$ cat config.mk
export PLATFORM = sky130hd
export DESIGN_NAME = decode_alu7
export DESIGN_NICKNAME = d
export VERILOG_FILES = /design/src/rtl/decode_alu7.sv
export SDC_FILE = /design/constraint.sdc
export NUM_CORES = 1
export LEC_CHECK = 0
export ABC_AREA = 1
export CORE_AREA = 10 10 47 49
export CTS_CLUSTER_SIZE = 20
export DETAILED_ROUTE_END_ITERATION = 7
export DIE_AREA = 0 0 57 59
export PLACE_DENSITY_LB_ADDON = 0.08
export SYNTH_ARGS = -nofsm -noshare
export SYNTH_HDL_FRONTEND = slang
export SYNTH_SLANG_ARGS = --single-unit
$ cat constraint.sdc
create_clock -name clk -period 1.1 [get_ports clk]
set_input_delay 0.33 -clock clk [delete_from_list [all_inputs] [get_ports clk]]
set_output_delay 0.33 -clock clk [all_outputs]
set_load 0.02 [all_outputs]
$ cat src/rtl/decode_alu7.sv
// -----------------------------------------------------------------------------
// decode_alu7
//   ALU control decoder slice for the NLP-16a ALU. Decodes the 6-bit ALU
//   control word (Ctrl0 is the most significant / leftmost bit) together with
//   the carry flag into:
//     - ALU7_out : adder carry-in / shifter fill bit
//     - op_idx   : operation index (0..14), 15 for an unrecognised word
//     - illegal  : set when the word matches no operation
//   All outputs are registered with one cycle of latency. Synchronous reset.
//
// Ports
//   clk       in   1  system clock, rising edge
//   rst       in   1  synchronous, active-high reset
//   Ctrl0..5  in   1  control word bits (Ctrl0 = shift/rotate class,
//                     Ctrl1 = arithmetic class when Ctrl0 = 0)
//   c_flag    in   1  current carry flag
//   ALU7_out  out  1  registered carry-in / shift-fill bit
//   op_idx    out  4  registered operation index, 15 = illegal
//   illegal   out  1  registered illegal-word flag
// -----------------------------------------------------------------------------
module decode_alu7 (
    input  logic       clk,
    input  logic       rst,
    input  logic       Ctrl0,
    input  logic       Ctrl1,
    input  logic       Ctrl2,
    input  logic       Ctrl3,
    input  logic       Ctrl4,
    input  logic       Ctrl5,
    input  logic       c_flag,
    output logic       ALU7_out,
    output logic [3:0] op_idx,
    output logic       illegal
);

    typedef enum logic [3:0] {
        OP_MOV = 4'd0,
        OP_AND = 4'd1,
        OP_OR  = 4'd2,
        OP_NOT = 4'd3,
        OP_XOR = 4'd4,
        OP_ADD = 4'd5,
        OP_SUB = 4'd6,
        OP_INC = 4'd7,
        OP_DEC = 4'd8,
        OP_SLL = 4'd9,
        OP_SLA = 4'd10,
        OP_ROL = 4'd11,
        OP_SRL = 4'd12,
        OP_SRA = 4'd13,
        OP_ROR = 4'd14,
        OP_ILL = 4'd15
    } op_e;

    logic [5:0] word;
    op_e        op_nxt;
    logic       alu7_nxt;
    logic       ill_nxt;

    assign word = {Ctrl0, Ctrl1, Ctrl2, Ctrl3, Ctrl4, Ctrl5};

    always_comb begin
        op_nxt   = OP_ILL;
        alu7_nxt = 1'b0;
        ill_nxt  = 1'b0;
        case (word)
            6'b000000: op_nxt = OP_MOV;
            6'b000110: op_nxt = OP_AND;
            6'b001010: op_nxt = OP_OR;
            6'b001100: op_nxt = OP_NOT;
            6'b001110: op_nxt = OP_XOR;
            6'b010010: op_nxt = OP_ADD;
            // Subtract is A + ~B + 1; increment is A + 0 + 1.
            6'b010001: begin
                op_nxt   = OP_SUB;
                alu7_nxt = 1'b1;
            end
            6'b011011: begin
                op_nxt   = OP_INC;
                alu7_nxt = 1'b1;
            end
            // Decrement adds all-ones, so no carry-in.
            6'b011000: op_nxt = OP_DEC;
            6'b100000: op_nxt = OP_SLL;
            6'b100100: op_nxt = OP_SLA;
            // Rotates go through carry: the fill bit is the carry flag.
            6'b100010: begin
                op_nxt   = OP_ROL;
                alu7_nxt = c_flag;
            end
            6'b101000: op_nxt = OP_SRL;
            // Sign replication for SRA happens in the datapath.
            6'b101100: op_nxt = OP_SRA;
            6'b101010: begin
                op_nxt   = OP_ROR;
                alu7_nxt = c_flag;
            end
            default: begin
                op_nxt  = OP_ILL;
                ill_nxt = 1'b1;
            end
        endcase
    end

    always_ff @(posedge clk) begin
        if (rst) begin
            ALU7_out <= 1'b0;
            op_idx   <= OP_ILL;
            illegal  <= 1'b0;
        end else begin
            ALU7_out <= alu7_nxt;
            op_idx   <= op_nxt;
            illegal  <= ill_nxt;
        end
    end

endmodule

==> results of run 1 <==
per-stage QoR:
| stage | setup slack, ns | TNS (ns) |
|---|---|---|
| after global placement | -0.596 | -4.12 |
| after global routing | -0.00783 | -0.00783 |
| after CTS | 0.0119 | 0 |
| after detailed placement | -0.586 | -4.19 |
| after floorplan | 0.0739 | 0 |
| final | 0.0491 | 0 |
report_power, final:
part	switching, uW	internal (uW)	leakage, uW
Combinational	116	73.4	0.000323
Clock	75.7	123	0.0000138
Sequential	2.56	232	0.0000494
Total	194	428	0.000386
synth_stat cells (all sizes together):
cell | count | area share [%]
nand2 | 30 | 25
nor2 | 18 | 18
inv | 12 | 9.6
nand3 | 12 | 15
dfxtp | 6 | 26
nand4 | 3 | 4.0
a31oi | 1 | 1.3
nor3 | 1 | 1.1
per-layer routing:
layer	vias to the layer above	GRT usage, %	routed length [um]
li1	314	-	-
met1	255	8.77	607
met2	19	15.2	708
met3	4	2.79	86
met4	0	7.38	52
met5	-	0	0
sequential cells by signal (all words and copies together), names as in the netlist:
name	cells
ALU7_out	1
op_idx	4
illegal	1
worst max path at each step:
stage | startpoint | endpoint | slack [ns] | depth (start not counted)
3_3_place_gp | Ctrl4 | op_idx[0] | -0.60 | 8
6_report | Ctrl4 | op_idx[0] | 0.05 | 11
5_1_grt | Ctrl4 | op_idx[0] | -0.008 | 11
4_1_cts | Ctrl3 | ALU7_out | 0.01 | 7
3_5_place_dp | Ctrl4 | op_idx[1] | -0.59 | 8
2_1_floorplan | Ctrl1 | op_idx[0] | 0.07 | 8
what timing repair did:
action                     4_1_cts  5_1_grt
buffers inserted                 1        1
hold buffers                     0        0
pin swaps                        2        4
gates resized for setup         49       16
setup endpoints to repair       12        6
cells by family (layout without fill, tap and decap cells):
family,Yosys count,count (layout)
buffers and inverters,12,40
AOI/OAI and AO/OA,1,1
DFF,6,6
and+or+nand+nor,64,64
area by class of cell:
type	count	share of cell area, %
Multi-Input combinational cell	65	48.7
Sequential cell	6	16.5
Inverter	12	6.20
Timing Repair Buffer	25	22.7
Tap cell	16	2.75
Clock buffer	3	3.10
==> flow_summary.toml, run 1 <==
[clock_network]
cts.clk_slew.worst_paths_ns = 0.04
cts_inserted_buffers = 3
cts_root_buffer = "sky130_fd_sc_hd__clkbuf_4"
cts.htree.levels = 1
clock_sinks = 6
cts_tree = "yes"
clk_path_buf_depth = 2

[pwr]
power_density_nw_per_um2 = 856
irDropWorstVdd_mv = 0.245
cellLeakagePower_uw = 0.000386
power_uw = 622

[sta]
final-setup-viol-count = 0
finalHoldWorstSlack_ns = 0.394
time_the_worst_path_needs_with_i_o_delays_and_setup_ns = 1.05
max_freq_mhz = 952
timing.slew.headroom_pct = 84.6
finalHoldViolations = 0
share_of_the_clock_period_used_by_the_worst_path_after_layout_pct = 95.5
timing_worst_slew_pin_value_ns = 0.230
slew_viol_final = 0

[synth]
synth-compound-area-share_pct = 1.34
synth_top_family_by_area = "simple AND/OR/NAND/NOR gates"
synth_cell_types = 12
ys.warnings.count = 0
yosys.area_share.xor_xnor_pct = 0
synth.cell_area_um2 = 468
multiplexer_fraction_of_the_synthesized_cell_area_pct = 0
postSynthRegisterBits = 6
synth-adder-area-share_pct = 0
synth.yosys.seq_area_share_pct = 25.7
syn-mean-instance-area_um2 = 5.64
post_synth_and_or_nand_nor_area_fraction_pct = 63.4
netlist_instances = 83
syn_nets = 92

[routing]
final_antenna_net_count = 0
avgRoutedWirePerCell_um = 11.5
drt_first_iter_violations = 8
drc = 0
postRouteWirelength_um = 1460
route.vias.total = 592
vias_per_cell = 4.66
drt-pass1-iter-count = 4

[setup_path]
critical-path-max-stage-delay_ns = 0.15
cp.buffers_inverters = 4
cp.arrival_ns = 1.18
crit_path_start_kind = "input pin"
crit_type = "in -> reg"
timing.critical_path.cells = "buf_2 -> inv_2 -> nand2_1 -> nor2_2 -> buf_4 -> nand2_1 -> nand2_1 -> inv_1 -> nand2_1 -> nor2_1 -> nand2_1"
timing.critical_path.mode_cell = "sky130_fd_sc_hd__nand2_1"
timing.critical_path.required_ns = 1.23
endpoint_kind = "flop"
crit_slowest_cell = "sky130_fd_sc_hd__buf_2"
crit_path_max_fo = 5
critPathTopFamily = "simple AND/OR/NAND/NOR gates"

[grt]
grt_overflow_total = 0
grt_first_pass_wirelength_um = 2430
first_global_vias = 597
antenna_found_initial = 0
grtUsageTotal_pct = 8.94
grt_max_degree = 6

[floorplanning]
boundaryPins = 15
design.die.area_um2 = 3360
die_y_extent_um = 59
start_util_pct = 33.4
floorplan.rows = 14
die_w_um = 57
placeableCoreArea_um2 = 1400

[layout]
layout.area.seq_um2 = 120
final.fill_count = 161
multi_input_area_um2 = 354
fin_util_pct = 51.9
antenna-diode-count = 0
nets = 122
area.growth.synth_to_final_pct = 55.3
most_common_cell_after_layout_fill_and_taps_aside = "sky130_fd_sc_hd__nand2_1"
post_route_cells_drive_above_1_share_pct = 48.6
finalInstanceArea_um2 = 727
layout_common_cells = "sky130_fd_sc_hd__nand2_1, sky130_fd_sc_hd__buf_4, sky130_fd_sc_hd__buf_2"
final-instance-count-excl-fill = 127

[min_path]
hold_start = "rst"
timing.hold.worst_endpoint = "ALU7_out"
hold_path_depth = 2
tightest_hold_check_type = "in -> reg"

[placement]
gp_routability_congestion = 0.887
postPlaceCellArea_um2 = 696
numPortBuffers = 14
dpl.hpwl_um = 1190
placed_cells_incl_taps = 122

[flow_run]
max-cap-violations = 0

[run_status]
status = "completed"
(Power assumes the default switching activity.)
==> run 2, diff against run 1 <==
--- a/config.mk
+++ b/config.mk
@@ -6,11 +6,12 @@
 export NUM_CORES = 1
 export LEC_CHECK = 0
 export ABC_AREA = 1
-export CORE_AREA = 10 10 47 49
+export CORE_AREA = 5 5 42 44
 export CTS_CLUSTER_SIZE = 20
 export DETAILED_ROUTE_END_ITERATION = 7
-export DIE_AREA = 0 0 57 59
+export DIE_AREA = 0 0 47 49
 export PLACE_DENSITY_LB_ADDON = 0.08
+export SLEW_MARGIN = 10
 export SYNTH_ARGS = -nofsm -noshare
 export SYNTH_HDL_FRONTEND = slang
 export SYNTH_SLANG_ARGS = --single-unit
==> constraint.sdc (replaced) <==
create_clock -name clk -period 1.1 [get_ports clk]
set_input_delay 0.165 -clock clk [delete_from_list [all_inputs] [get_ports clk]]
set_output_delay 0.165 -clock clk [all_outputs]
set_load 0.02 [all_outputs]
==> run 2 against run 1 <==
Utilization decreased by 1.8 points; via count increased by 0.51%; highest routed layer unchanged; largest power group unchanged; critical path type is now reg -> out; power decreased by 2.8%; wire length decreased by 15%; hold slack improved by 0.12 ns; final area decreased by 3.4%; sequential share of layout area increased by 0.59 points; global-route usage increased by 2.6 points; worst setup slack improved by 0.023 ns; die area decreased by 32%.
==> flow_summary.toml, run 2 (synthesis gave the netlist of run 1 again) <==
[run_status]
status = "completed"

[setup_path]
critical-path-max-stage-delay_ns = 0.32
crit_path_start_kind = "flop"
cp.arrival_ns = 0.86
crit_slowest_cell = "sky130_fd_sc_hd__dlygate4sd2_1"
cp.buffers_inverters = 1
critPathTopFamily = "buffers and inverters"
timing.critical_path.required_ns = 0.94
endpoint_kind = "output pin"
timing.critical_path.cells = "dlygate4sd2_1"
crit_type = "reg -> out"
crit_path_max_fo = 1

[floorplanning]
start_util_pct = 33.4
die_y_extent_um = 49
design.die.area_um2 = 2300
placeableCoreArea_um2 = 1400
boundaryPins = 15
floorplan.rows = 14
die_w_um = 47

[grt]
grt_first_pass_wirelength_um = 1880
grtUsageTotal_pct = 11.6
first_global_vias = 498
antenna_found_initial = 0
grt_max_degree = 7
grt_overflow_total = 0

[placement]
dpl.hpwl_um = 1070
place_worst_setup_slack_ns = -0.438
gp_routability_congestion = 0.898
numPortBuffers = 14
placed_cells_incl_taps = 120

[routing]
postRouteWirelength_um = 1240
drc = 0
drt-pass1-iter-count = 4
final_antenna_net_count = 0
route.vias.total = 595
drt_first_iter_violations = 10
vias_per_cell = 4.84
avgRoutedWirePerCell_um = 10.1

[clock_network]
clk_path_buf_depth = 2
cts.htree.levels = 1
clock_sinks = 6
cts.clk_slew.worst_paths_ns = 0.04
postCtsSetupBuffers = 0
cts_root_buffer = "sky130_fd_sc_hd__clkbuf_4"
cts_hold_repair.buffers = 0
cts_tree = "yes"
cts_inserted_buffers = 3

[layout]
final.fill_count = 164
post_route_cells_drive_above_1_share_pct = 25.2
largest_regs = "op_idx: 4 flops, ALU7_out: 1 flops, illegal: 1 flops"
nets = 118
antenna-diode-count = 0
largest_reg_flops = 4
fin_util_pct = 50.1
layout_common_cells = "sky130_fd_sc_hd__nand2_1, sky130_fd_sc_hd__nor2_1, sky130_fd_sc_hd__dlygate4sd2_1"
final-instance-count-excl-fill = 123
largest_register = "op_idx"
most_common_cell_after_layout_fill_and_taps_aside = "sky130_fd_sc_hd__nand2_1"
area.growth.synth_to_final_pct = 50.0

[sta]
finalHoldWorstSlack_ns = 0.518
setup_repair_after_global_routing_missed_its_margin = "false"
timing_worst_slew_pin_value_ns = 0.246
max_freq_mhz = 973
final-setup-viol-count = 0
setup_ws_ns = 0.0725
timing.slew.headroom_pct = 83.6
slew_viol_final = 0
time_the_worst_path_needs_with_i_o_delays_and_setup_ns = 1.03
share_of_the_clock_period_used_by_the_worst_path_after_layout_pct = 93.4
finalHoldViolations = 0

[pwr]
irDropWorstVdd_mv = 0.264
power_uw = 605
power_density_nw_per_um2 = 861
cellLeakagePower_uw = 0.000369

[flow_run]
max-cap-violations = 0

[min_path]
tightest_hold_check_type = "in -> reg"
==> run 2: worst paths after layout <==
check | startpoint | end | slack [ns] | cells after the start
worst min-delay path | Ctrl0 | ALU7_out | 0.52 | 4
worst max-delay path | op_idx[3] | op_idx[3] | 0.07 | 1
==> run 2: final cells by class <==
type	instances	area [um2]	share of cell area (%)
well taps	16	20.0	2.85
flip-flops and latches	6	120	17.1
repair buffers	21	179	25.5
multi-input cells	65	315	44.9
inverters	12	45.0	6.42
clock buffers	3	22.5	3.21
==> run 2: metrics by stage <==
stage / TNS (ns) / instance area [um2]
6_report: 0 / 702
4_1_cts: 0 / 693
3_3_place_gp: -2.29 / 681
3_5_place_dp: -2.50 / 681
2_1_floorplan: 0 / 468
5_1_grt: 0 / 702
==> run 2: worst min-delay path, cell delays in order <==
cell and delay, ns:
sky130_fd_sc_hd__clkdlybuf4s15_1 0.27, sky130_fd_sc_hd__nor2_4 0.08, sky130_fd_sc_hd__nand2_2 0.10, sky130_fd_sc_hd__a31oi_1 0.08
==> run 2: metal layers <==
layer  vias up  part of all wire (%)  global-route usage [%]
met5         -                     0                       0
met4         0                   5.4                    13.4
met3        10                   8.8                    1.11
met2        31                    48                    18.6
met1       244                    38                    11.1
li1        310                     -                       -
==> run 2: power by group <==
part	leakage, uW	switching (uW)	internal, uW
Sequential	0.0000494	2.53	232
Combinational	0.000306	104	69.8
Clock	0.0000138	73.3	123
==> run 2: timing repair <==
item,in CTS,in global routing
pin swaps,1,1
resized for setup,13,3
cloned,0,0
setup endpoints to repair,12,5
==> run 3, diff against run 2 <==
--- a/config.mk
+++ b/config.mk
@@ -10,7 +10,7 @@
 export CTS_CLUSTER_SIZE = 20
 export DETAILED_ROUTE_END_ITERATION = 7
 export DIE_AREA = 0 0 47 49
-export PLACE_DENSITY_LB_ADDON = 0.08
+export PLACE_DENSITY = 0.66
 export SLEW_MARGIN = 10
 export SYNTH_ARGS = -nofsm -noshare
 export SYNTH_HDL_FRONTEND = slang
==> run 3 against run 2 <==
Clock power is essentially flat; flip-flop and latch count is the same; worst setup slack is essentially flat; maximum frequency is essentially flat; largest cell class unchanged.
==> flow_summary.toml, run 3 (synthesis gave the netlist of run 1 again) <==
[placement]
numPortBuffers = 14
gp_routability_congestion = 0.931
dpl.hpwl_um = 1140

[layout]
post_route_cells_drive_above_1_share_pct = 27.3
layout_common_cells = "sky130_fd_sc_hd__nand2_1, sky130_fd_sc_hd__dlygate4sd2_1, sky130_fd_sc_hd__nor2_1, sky130_fd_sc_hd__nand3_1, sky130_fd_sc_hd__buf_4"
antenna-diode-count = 0
most_common_cell_after_layout_fill_and_taps_aside = "sky130_fd_sc_hd__nand2_1"
nets = 121
largest_reg_flops = 4
largest_register = "op_idx"
area.growth.synth_to_final_pct = 53.7
fin_util_pct = 51.3
largest_regs = "op_idx: 4 flops, ALU7_out: 1 flops, illegal: 1 flops"

[sta]
share_of_the_clock_period_used_by_the_worst_path_after_layout_pct = 93.4
setup_repair_after_global_routing_missed_its_margin = "false"
time_the_worst_path_needs_with_i_o_delays_and_setup_ns = 1.03
finalHoldViolations = 0
timing.slew.headroom_pct = 84.1
max_freq_mhz = 973
timing_worst_slew_pin_value_ns = 0.238
final-setup-viol-count = 0
slew_viol_final = 0

[setup_path]
critical-path-max-stage-delay_ns = 0.32
critPathTopFamily = "buffers and inverters"
endpoint_kind = "output pin"
crit_path_start_kind = "flop"
timing.critical_path.cells = "dlygate4sd2_1"
cp.buffers_inverters = 1
crit_path_max_fo = 1
cp.arrival_ns = 0.86
crit_type = "reg -> out"
timing.critical_path.required_ns = 0.94
crit_slowest_cell = "sky130_fd_sc_hd__dlygate4sd2_1"

[grt]
grt_overflow_total = 0
first_global_vias = 580
grt_max_degree = 6
grtUsageTotal_pct = 12.8
grt_first_pass_wirelength_um = 2190
antenna_found_initial = 0

[clock_network]
clk_path_buf_depth = 2
postCtsSetupBuffers = 0
cts_root_buffer = "sky130_fd_sc_hd__clkbuf_4"
cts_inserted_buffers = 3
cts.clk_slew.worst_paths_ns = 0.04
cts_tree = "yes"
cts.htree.levels = 1
clock_sinks = 6

[min_path]
tightest_hold_check_type = "in -> reg"

[floorplanning]
design.die.area_um2 = 2300
floorplan.rows = 14
die_y_extent_um = 49
die_w_um = 47
boundaryPins = 15
placeableCoreArea_um2 = 1400
start_util_pct = 33.4

[pwr]
irDropWorstVdd_mv = 0.234
cellLeakagePower_uw = 0.000384
power_uw = 609
power_density_nw_per_um2 = 847

[routing]
final_antenna_net_count = 0
route.vias.total = 584
drt-pass1-iter-count = 4
vias_per_cell = 4.63
postRouteWirelength_um = 1300
avgRoutedWirePerCell_um = 10.3
drc = 0
drt_first_iter_violations = 7

[flow_run]
max-cap-violations = 0

[run_status]
status = "completed"
==> run 3: cell count changes in the layout (fill, tap and decap cells not counted) <==
| cell | delta |
|---|---|
| sky130_fd_sc_hd__nand2_1 | +1 |
| sky130_fd_sc_hd__nor2_4 | -1 |
| sky130_fd_sc_hd__nor2_1 | -1 |
| sky130_fd_sc_hd__buf_4 | +3 |
| sky130_fd_sc_hd__nor2_2 | +2 |
| sky130_fd_sc_hd__nand2_2 | -1 |
==> run 3: through the flow <==
step / area [um2] / TNS (ns) / setup WS (ns) / hold slack (ns) / cells
after floorplan: 468 / 0 / 0.239 / 0.232 / 83
after global placement: 703 / -2.28 / -0.394 / 0.809 / 123
after detailed placement: 703 / -2.33 / -0.404 / 0.800 / 123
after CTS: 718 / 0 / 0.0528 / 0.506 / 126
after global routing: 719 / 0 / 0.000100 / 0.549 / 126
final: 719 / 0 / 0.0721 / 0.519 / 126
==> run 3: path summary, 6_finish.rpt <==
check,to,start,depth (start not counted)
worst max-delay path,op_idx[1],op_idx[1],1
worst min-delay path,ALU7_out,Ctrl3,4
==> run 3: area by class of cell <==
type	instances	area, um2
Fill cell	154	682
Multi-Input combinational cell	65	310
Timing Repair Buffer	24	201
Sequential cell	6	120
Inverter	12	45.0
Clock buffer	3	22.5
Tap cell	16	20.0
==> run 3: power by group <==
part	internal (uW)	switching (uW)	leakage [uW]
sequential	232	2.48	0.0000494
clock	123	72.1	0.0000138
combinational	75.1	105	0.000321
==> run 3: what timing repair did <==
action	4_1_cts	5_1_grt
setup endpoints to repair	12	5
hold buffers	0	0
cloned	0	0
resized for setup	14	1
pin swaps	0	1
==> run 3: routing by layer <==
layer | track usage [%] | up-vias | wire [um]
met5 | 0 | - | 0
met4 | 8.29 | 0 | 23
met1 | 14.3 | 247 | 500
met3 | 1.11 | 4 | 92
li1 | - | 313 | -
met2 | 21.7 | 20 | 679
